`src/rtl/sic_pkg.sv`:
```
// Shared types for the register-file sequencer: FSM states, the latched
// instruction record and the source-skip rule.
package sic_pkg;

  localparam int SIC_NUM_PHY_REGS = 32;
  localparam int SIC_ADDR_W       = $clog2(SIC_NUM_PHY_REGS);
  localparam int SIC_ID_W         = 4;

  typedef enum logic [3:0] {
    S_IDLE,
    S_RD0,
    S_REL0,
    S_RD1,
    S_REL1,
    S_EXEC,
    S_WAIT_RES,
    S_WR,
    S_WREL
  } sic_state_e;

  typedef struct packed {
    logic [SIC_ID_W-1:0]   issue_id;
    logic [SIC_ADDR_W-1:0] src0;
    logic [SIC_ADDR_W-1:0] src1;
    logic [SIC_ADDR_W-1:0] dst;
    logic                  use_src0;
    logic                  use_src1;
    logic                  use_dst;
  } sic_instr_t;

  // A source needs a register-file read unless unused or hard-wired zero.
  function automatic logic needs_src(input logic                  use_f,
                                     input logic [SIC_ADDR_W-1:0] addr,
                                     input logic                  zero_en);
    return use_f && !(zero_en && (addr == '0));
  endfunction

endpackage

```
`src/rtl/sic_reg_sequencer.sv`:
```
// Per-instruction controller that serialises src0/src1 reads, the execute
// handshake and the destination write through one locking register-file port.
module sic_reg_sequencer
  import sic_pkg::*;
#(
  parameter int NUM_PHY_REGS = SIC_NUM_PHY_REGS,
  parameter int ID_WIDTH     = SIC_ID_W,
  parameter int ZERO_REG_EN  = 1,
  localparam int ADDR_W      = $clog2(NUM_PHY_REGS)
) (
  input  logic                clk,
  input  logic                rst_n,
  input  logic                disp_valid,
  output logic                disp_ready,
  input  logic [ID_WIDTH-1:0] disp_issue_id,
  input  logic [ADDR_W-1:0]   disp_src0,
  input  logic [ADDR_W-1:0]   disp_src1,
  input  logic [ADDR_W-1:0]   disp_dst,
  input  logic                disp_use_src0,
  input  logic                disp_use_src1,
  input  logic                disp_use_dst,
  input  logic                flush,
  output logic [ADDR_W-1:0]   reg_addr,
  output logic                reg_req_read,
  output logic                reg_req_write,
  output logic                reg_release,
  output logic [ID_WIDTH-1:0] reg_issue_id,
  output logic [31:0]         reg_wdata,
  input  logic [31:0]         reg_rdata,
  input  logic                reg_grant,
  output logic                ex_valid,
  input  logic                ex_ready,
  output logic [31:0]         ex_op0,
  output logic [31:0]         ex_op1,
  output logic [ID_WIDTH-1:0] ex_issue_id,
  input  logic                res_valid,
  input  logic [31:0]         res_data,
  output logic                done,
  output logic [ID_WIDTH-1:0] done_issue_id
);

  localparam logic ZeroEn = (ZERO_REG_EN != 0);

  sic_state_e r_state;
  sic_state_e w_nextState;
  sic_instr_t r_instr;
  logic [31:0] r_op0;
  logic [31:0] r_op1;
  logic [31:0] r_result;
  logic        r_done;
  logic        w_accept;
  logic        w_doneNext;

  always_ff @(posedge clk or negedge rst_n) begin
    if (!rst_n) begin
      r_state <= S_IDLE;
    end else begin
      r_state <= w_nextState;
    end
  end

  // Flush aborts everywhere except WREL, where the write is already committing.
  always_comb begin
    w_nextState = r_state;
    w_accept    = 1'b0;
    w_doneNext  = 1'b0;
    case (r_state)
      S_IDLE: begin
        if (disp_valid && !flush) begin
          w_accept = 1'b1;
          if (needs_src(disp_use_src0, disp_src0, ZeroEn)) begin
            w_nextState = S_RD0;
          end else if (needs_src(disp_use_src1, disp_src1, ZeroEn)) begin
            w_nextState = S_RD1;
          end else begin
            w_nextState = S_EXEC;
          end
        end
      end
      S_RD0: begin
        if (flush) w_nextState = S_IDLE;
        else if (reg_grant) w_nextState = S_REL0;
      end
      S_REL0: begin
        if (flush) w_nextState = S_IDLE;
        else if (needs_src(r_instr.use_src1, r_instr.src1, ZeroEn)) w_nextState = S_RD1;
        else w_nextState = S_EXEC;
      end
      S_RD1: begin
        if (flush) w_nextState = S_IDLE;
        else if (reg_grant) w_nextState = S_REL1;
      end
      S_REL1: begin
        w_nextState = flush ? S_IDLE : S_EXEC;
      end
      S_EXEC: begin
        if (flush) w_nextState = S_IDLE;
        else if (ex_ready) w_nextState = S_WAIT_RES;
      end
      S_WAIT_RES: begin
        if (flush) begin
          w_nextState = S_IDLE;
        end else if (res_valid) begin
          w_nextState = r_instr.use_dst ? S_WR : S_IDLE;
          w_doneNext  = !r_instr.use_dst;
        end
      end
      S_WR: begin
        if (flush) w_nextState = S_IDLE;
        else if (reg_grant) w_nextState = S_WREL;
      end
      S_WREL: begin
        w_nextState = S_IDLE;
        w_doneNext  = 1'b1;
      end
      default: w_nextState = S_IDLE;
    endcase
  end

  // Operands restart at zero on dispatch so skipped sources read as zero.
  always_ff @(posedge clk or negedge rst_n) begin
    if (!rst_n) begin
      r_instr  <= '0;
      r_op0    <= '0;
      r_op1    <= '0;
      r_result <= '0;
      r_done   <= 1'b0;
    end else begin
      r_done <= w_doneNext;
      if (w_accept) begin
        r_instr <= '{issue_id: disp_issue_id, src0: disp_src0, src1: disp_src1,
                     dst: disp_dst, use_src0: disp_use_src0,
                     use_src1: disp_use_src1, use_dst: disp_use_dst};
        r_op0   <= '0;
        r_op1   <= '0;
      end
      if (r_state == S_RD0 && reg_grant && !flush) r_op0 <= reg_rdata;
      if (r_state == S_RD1 && reg_grant && !flush) r_op1 <= reg_rdata;
      if (r_state == S_WAIT_RES && res_valid && !flush) r_result <= res_data;
    end
  end

  always_comb begin
    disp_ready    = (r_state == S_IDLE);
    reg_addr      = '0;
    reg_req_read  = 1'b0;
    reg_req_write = 1'b0;
    reg_release   = 1'b0;
    reg_wdata     = '0;
    ex_valid      = (r_state == S_EXEC);
    case (r_state)
      S_RD0:  begin reg_addr = r_instr.src0; reg_req_read = 1'b1; end
      S_REL0: begin reg_addr = r_instr.src0; reg_release  = 1'b1; end
      S_RD1:  begin reg_addr = r_instr.src1; reg_req_read = 1'b1; end
      S_REL1: begin reg_addr = r_instr.src1; reg_release  = 1'b1; end
      S_WR: begin
        reg_addr      = r_instr.dst;
        reg_req_write = 1'b1;
        reg_wdata     = r_result;
      end
      S_WREL: begin
        reg_addr      = r_instr.dst;
        reg_req_write = 1'b1;
        reg_release   = 1'b1;
        reg_wdata     = r_result;
      end
      default: ;
    endcase
  end

  assign reg_issue_id  = (r_state == S_IDLE) ? '0 : r_instr.issue_id;
  assign ex_op0        = r_op0;
  assign ex_op1        = r_op1;
  assign ex_issue_id   = r_instr.issue_id;
  assign done          = r_done;
  assign done_issue_id = r_done ? r_instr.issue_id : '0;

endmodule

```
`config.mk`:
```
export PLATFORM = sky130hd
export DESIGN_NAME = sic_reg_sequencer
export DESIGN_NICKNAME = d
export VERILOG_FILES = /design/src/rtl/sic_pkg.sv /design/src/rtl/sic_reg_sequencer.sv
export SDC_FILE = /design/constraint.sdc
export NUM_CORES = 1
export LEC_CHECK = 0
export CAP_MARGIN = 5
export CORE_MARGIN = 2
export CORE_UTILIZATION = 45
export CTS_BUF_LIST = sky130_fd_sc_hd__clkbuf_4 sky130_fd_sc_hd__clkbuf_8
export CTS_CLUSTER_DIAMETER = 60
export DETAILED_ROUTE_END_ITERATION = 8
export HOLD_SLACK_MARGIN = 0.05
export PLACE_DENSITY = 0.9
export SYNTH_ARGS = -nofsm -noshare
export SYNTH_HDL_FRONTEND = slang
export SYNTH_SLANG_ARGS = --single-unit
```
`constraint.sdc`:
```
create_clock -name clk -period 5.1 [get_ports clk]
set_input_delay 1.53 -clock clk [delete_from_list [all_inputs] [get_ports clk]]
set_output_delay 1.53 -clock clk [all_outputs]
set_load 0.03 [all_outputs]
```
==> results.toml <==
[setup_path]
reg2reg_slack_ns = 2.36
crit_chain = "nand2_1 > or2_2 > a21oi_1 > a222oi_1 > inv_1 > clkdlybuf4s50_1"
max_stage_delay_ns = 0.68
end_kind = "primary output"
crit_fanout = 12
worst-r2r-cell-count = 5
required_ns = 3.57
worstReg2RegEnd = "ex_op0[24]$_DFFE_PN0P_"
path_delay_family = "buffers and inverters"
worstPathArrival_ns = 2.94
slowest_stage = "clkdlybuf4s50_1"
cp_num_buf_inv = 2
start_kind = "flop"
r2r-start = "r_state[0]$_DFFE_PN0P_"
critical_path_class = "reg2out"

[cts]
post_cts_buffers = 0
clock_sinks = 122
htreeDepth = 4
cts_tree = "built"
cts_resized = 0
clk_pin_slew_ns = 0.07
cts_root_buffer = "clkbuf_8"
clk_latency_ns = 0.43
hold_buffers = 0
numCtsBuffers = 17
cts_buffer_depth = 2

[yosys]
syn_inst = 514
synth_cell_types = 39
netlist_area_um2 = 5468
ys_seq_area_share_pct = 55.84
yosys_warnings = 0
synthesis.nets = 607
synth-seq-cells = 122
syn_area_per_cell_um2 = 10.64

[finish]
final_util_pct = 67.43
nets = 806
drive_gt1_share_pct = 11.71
area_delta_synth_final_pct = 46.89
num_antenna_cells = 0
fillers = 910

[place]
port_buffers = 211
dp_worst_setup_slack_ns = 1.127
gp_congestion = 0.9156
hpwl_um = 10460

[routing]
route.antenna.remaining_nets = 0
totalWireLength_um = 14480
vias = 4498
wl_per_cell_um = 16.58
drc = 0
vias_per_cell = 5.152
drt_first_pass_iters = 6
drt_iter0_drc = 226

[power_and_ir_drop]
internal-power_w = 0.002835
seq_power_share_pct = 35.1
power_switching_share_pct = 40.26
p_leak_nw = 3.541
vdd_ir_drop_max_mv = 0.3645
p_sw_w = 0.001910
pwr_density_cell_nw_per_um2 = 590.8
power_w = 0.004745
clockPowerShare_pct = 17.8
power_frac_comb_pct = 47.0

[floorplanning]
initial_core_util_pct = 45.90
ios = 212
die_h_um = 114.2
num_rows = 40
dieArea_um2 = 13050
die_w_um = 114.2
core-area_um2 = 11910

[run_status]
status = "finished clean"

[sta]
whs_ns = 0.4780
fin_setup_tns_ns = 0
maxSlewViolCount = 0
fmax_mhz = 223.6
max_slew_margin_pct = 33.80
period_needed_ns = 4.473
fin_skew_ns = 0.008824
final_hold_viol_count = 0
setup_violations = 0
setup_ws_ns = 0.6271
rsz0062_at_grt = "no"
period_share_pct = 87.70
tightest_slew_ns = 0.9907

[worst_hold_path]
whs_path_depth = 1
hold_end = "r_result[12]$_DFFE_PN0P_"
hold_path_class = "reg2reg"
min_from = "r_result[12]$_DFFE_PN0P_"

[global_routing]
grt_pass1_vias = 4598
antenna_found_initial = 0
globalRouteTotalUtil_pct = 22.82
grt_max_degree = 66
grt_pass1_wl_um = 23140
grt-ovfl-total = 0

[run]
drv_cap = 0
[sequential cells by signal, indices dropped and copies added (netlist names)]
register	cells
ex_op0	32
r_state	4
r_instr	17
ex_issue_id	4
ex_op1	32
r_result	32
done	1
[worst register-to-register path, delay by kind of cell (launching register included)]
family                 cells  cell delay (ns)
buffers and inverters      1             0.53
AND/OR/NAND/NOR            3             1.49
AO/OA/AOI/OAI              1             0.07
flip-flops                 1             0.53
[cells in the mapped netlist]
master	n	area, um^2
nand2_1	137	514.2
dfrtp_1	122	3053
o21ai_1	56	280.3
and2_1	36	225.2
mux2_4	24	360.4
buf_2	18	90.09
mux2_1	18	202.7
o21ai_0	18	90.09
mux2_2	14	157.7
clkbuf_1	10	37.54
inv_1	7	26.28
a222oi_1	5	50.05
buf_4	5	37.54
nand2b_1	4	25.02
nor2_1	4	15.01
nor2b_1	4	25.02
buf_6	3	33.78
or4_1	3	22.52
a21oi_1	2	10.01
and2b_1	2	15.01
nand3_1	2	10.01
nor2_2	2	12.51
nor3_1	2	10.01
a2111oi_0	1	8.760
a211oi_1	1	7.510
a21boi_0	1	7.510
a2bb2oi_1	1	8.760
nand3b_1	1	7.510
nand3b_2	1	11.26
nand4b_1	1	8.760
nor2_4	1	11.26
nor3b_1	1	7.510
nor4_4	1	21.27
o311a_1	1	10.01
o311ai_0	1	8.760
o31ai_4	1	21.27
or2_2	1	6.260
or2_4	1	8.760
xor2_1	1	8.760
[cell usage in the layout, fill, tap and decap left out, drive strengths merged, types with 5 or more instances in the layout]
| master | Yosys | routed |
|---|---|---|
| clkdlybuf4s50 | 0 | 210 |
| nand2 | 137 | 137 |
| dfrtp | 122 | 122 |
| o21ai | 74 | 74 |
| mux2 | 56 | 56 |
| and2 | 36 | 36 |
| clkbuf | 10 | 18 |
| inv | 7 | 8 |
| nor2 | 7 | 7 |
| clkinv | 0 | 7 |
| buf | 26 | 6 |
| a222oi | 5 | 5 |
[power by group through the flow]
stage	sequential [W]	clock (W)	combinational (W)
after global routing	0.00172	0.000916	0.00237
after detailed placement	0.00168	0	0.00223
after global placement	0.00164	0	0.00217
after floorplan	0.00204	0	0.000938
final	0.00167	0.000846	0.00223
after CTS	0.00167	0.000861	0.00225
[stage by stage]
step | instances | area, um^2
2_1_floorplan | 514 | 5468
3_3_place_gp | 841 | 7635
3_5_place_dp | 841 | 7635
4_1_cts | 873 | 8031
5_1_grt | 873 | 8031
6_report | 873 | 8031
[layout make-up]
| cell class | count | area (um^2) | share of cell area [%] |
|---|---|---|---|
| inverter | 7 | 26.28 | 0.3272 |
| sequential | 122 | 3053 | 38.01 |
| clock inverter | 14 | 148.9 | 1.854 |
| multi-input combinational | 349 | 2212 | 27.54 |
| tap | 147 | 183.9 | 2.290 |
| clock buffer | 18 | 247.7 | 3.085 |
| timing repair buffer | 216 | 2160 | 26.89 |
[per-layer routing]
layer  up-vias  track usage (%)  routed length, um
li1       2111                -                  -
met1      2150            26.38               5710
met2       212            39.01               7182
met3        25            8.735               1322
met4         0            7.724                262
met5         -                0                  0
[kinds of logic after synthesis]
family	after synthesis	synth area share, %
and+or+nand+nor	204	17.51
buffers and inverters	43	4.119
muxes	56	13.18
xor gates and xnor gates	1	0.1602
AOI/OAI and AO/OA	88	9.199
DFF	122	55.84
[worst max-delay path by stage]
stage	start	end	cells past startpoint
2_1_floorplan	r_state[0]$_DFFE_PN0P_	reg_wdata[16]	6
3_3_place_gp	r_state[0]$_DFFE_PN0P_	reg_addr[1]	6
3_5_place_dp	flush	ex_op1[19]$_DFFE_PN0P_	7
4_1_cts	r_state[0]$_DFFE_PN0P_	reg_addr[1]	6
5_1_grt	r_state[0]$_DFFE_PN0P_	reg_addr[2]	6
6_report	r_state[0]$_DFFE_PN0P_	reg_addr[1]	6
Note: power is estimated with default switching activity, not from simulation.
==> patch, RTL diff (same flow settings) <==
Encoding of `sic_state_e`: now Gray code (4 bits for 9 states).
--- a/src/rtl/sic_pkg.sv
+++ b/src/rtl/sic_pkg.sv
@@ -7,15 +7,15 @@
   localparam int SIC_ID_W         = 4;
 
   typedef enum logic [3:0] {
-    S_IDLE,
-    S_RD0,
-    S_REL0,
-    S_RD1,
-    S_REL1,
-    S_EXEC,
-    S_WAIT_RES,
-    S_WR,
-    S_WREL
+    S_IDLE     = 4'b0000,
+    S_RD0      = 4'b0001,
+    S_REL0     = 4'b0011,
+    S_RD1      = 4'b0010,
+    S_REL1     = 4'b0110,
+    S_EXEC     = 4'b0111,
+    S_WAIT_RES = 4'b0101,
+    S_WR       = 4'b0100,
+    S_WREL     = 4'b1100
   } sic_state_e;
 
   typedef struct packed {
Behaviour: no difference found for any inputs over 4 cycles, from zero or initial values and one cycle with rst_n low; so few cycles prove little.
==> patch against the unedited design <==
Power down 6.5%; sequential power down 4%; non-clock buffer count up 2; wire length down 3.6%; worst setup slack worse by 0.061 ns; area after synthesis down 6.2%; largest cell class unchanged; critical path depth down 1; via count down 7.5%; sequential cell count unchanged; final area down 5.2%; fmax down 1.4%.
==> patch: results (changes against the unedited design) <==
- Post-synthesis sequential area ratio: 0.595 (+0.0371)
- CP Capture Point: reg_release
- Fillers: 802 (-12%)
- PwrDens: 583 nW/um2 (-1.3%)
- Vias per cell: 5.32 (+3.2%)
- Syn_area_per_cell: 12.0 um2 (+13%)
- Place WS: 0.681 ns (-0.446 ns)
- CP Data Arrival Time: 3.00 ns (+0.06 ns)
- Post-synthesis cell type count: 36 (-7.7%)
- First-pass GRT wire length: 23000 um (-0.68%)
- Comb pwr share: 0.474 (+0.004)
- Reg-to-reg startpoint: r_state[1]$_DFFE_PN0P_
- DP Cell Count: 753 (-10%)
- Largest stage delay on the critical path: 0.72 ns (+0.04 ns)
- Critical Path Fanout Max: 39 (+27)
- Net Count, Synth: 520 (-14%)
- Layout net count: 725 (-10%)
- Vias in the first global route: 4403 (-4.2%)
- Total internal power: 2.68 mW (-5.5%)
- Drt total wl: 13900 um (-3.6%)
- Static Leak: 3.42 nW (-3.3%)
- Design area: 7610 um2 (-5.2%)
- DPL Wire Length: 9690 um (-7.4%)
- RePlAce Congestion: 0.841 (-8.1%)
- VDD IR max: 373 uV (+2.3%)
- Setup crit start: r_state[2]$_DFFE_PN0P_
- Slew HR: 0.376 (+0.0383)
- GRT Total Usage: 0.234 (+0.00607)
- Final worst slack: 0.566 ns (-0.0613 ns)
- Fraction of layout instances using a drive strength above 1: 0.128 (+0.0106)
- Post-synth top cells: dfrtp_1, nand2_1, a22o_1
- Hold WC Path Type: reg -> reg
- Status: finished clean
- Synth top area cells: dfrtp_1, a22o_1, mux2_2
- Fin Clk Skew: 0.00676 ns (-0.00206 ns)
- Largest net degree at the start of global routing: 56 (-15%)
- DP Area: 7280 um2 (-4.6%)
==> patch: changes by cell type after synthesis, sizes merged, moves of 2 or more <==
cell    change
a222oi      -5
a22o       +64
a21oi       -2
or2         -2
clkbuf      -5
nand2      -59
mux2       -21
o21ai      -63
inv         -3
a22oi       +5
==> patch: cells by family after synthesis <==
logic type | Yosys count | synth area share
buf+inv | 36 | 0.0415
simple gates | 146 | 0.147
compound gates | 87 | 0.138
flops | 122 | 0.595
xor+xnor | 1 | 0.00171
mux | 35 | 0.0769
==> patch: layout make-up <==
class	count	share of cell area
flip-flops and latches	122	0.401
repair buffers	218	0.284
multi-input cells	269	0.247
clock buffers	25	0.0403
well taps	140	0.0230
clock inverters	4	0.00263
inverters	4	0.00247
==> patch: how the worst min path moves through the flow <==
stage | endpoint | slack [ns] | start | cells after the start
final | r_instr[5]$_DFFE_PN0P_ | 0.48 | r_instr[5]$_DFFE_PN0P_ | 2
after global routing | done$_DFF_PN0_ | 0.50 | r_instr[0]$_DFFE_PN0P_ | 1
after CTS | r_instr[4]$_DFFE_PN0P_ | 0.48 | r_instr[4]$_DFFE_PN0P_ | 2
after detailed placement | done$_DFF_PN0_ | 0.47 | r_instr[0]$_DFFE_PN0P_ | 1
after global placement | done$_DFF_PN0_ | 0.45 | r_instr[0]$_DFFE_PN0P_ | 1
after floorplan | done$_DFF_PN0_ | 0.44 | r_instr[0]$_DFFE_PN0P_ | 1
==> patch: per-layer routing <==
metal / part of all wire / wire (um) / track usage
met1: 0.41 / 5660 / 0.291
met2: 0.51 / 7160 / 0.392
met3: 0.064 / 890 / 0.0640
met4: 0.017 / 241 / 0.0883
met5: 0 / 0 / 0
==> patch: timing repair <==
action | 4_1_cts | 5_1_grt
setup endpoints to repair | 0 | 1
hold buffers | 0 | 0
gates resized for setup | 0 | 1
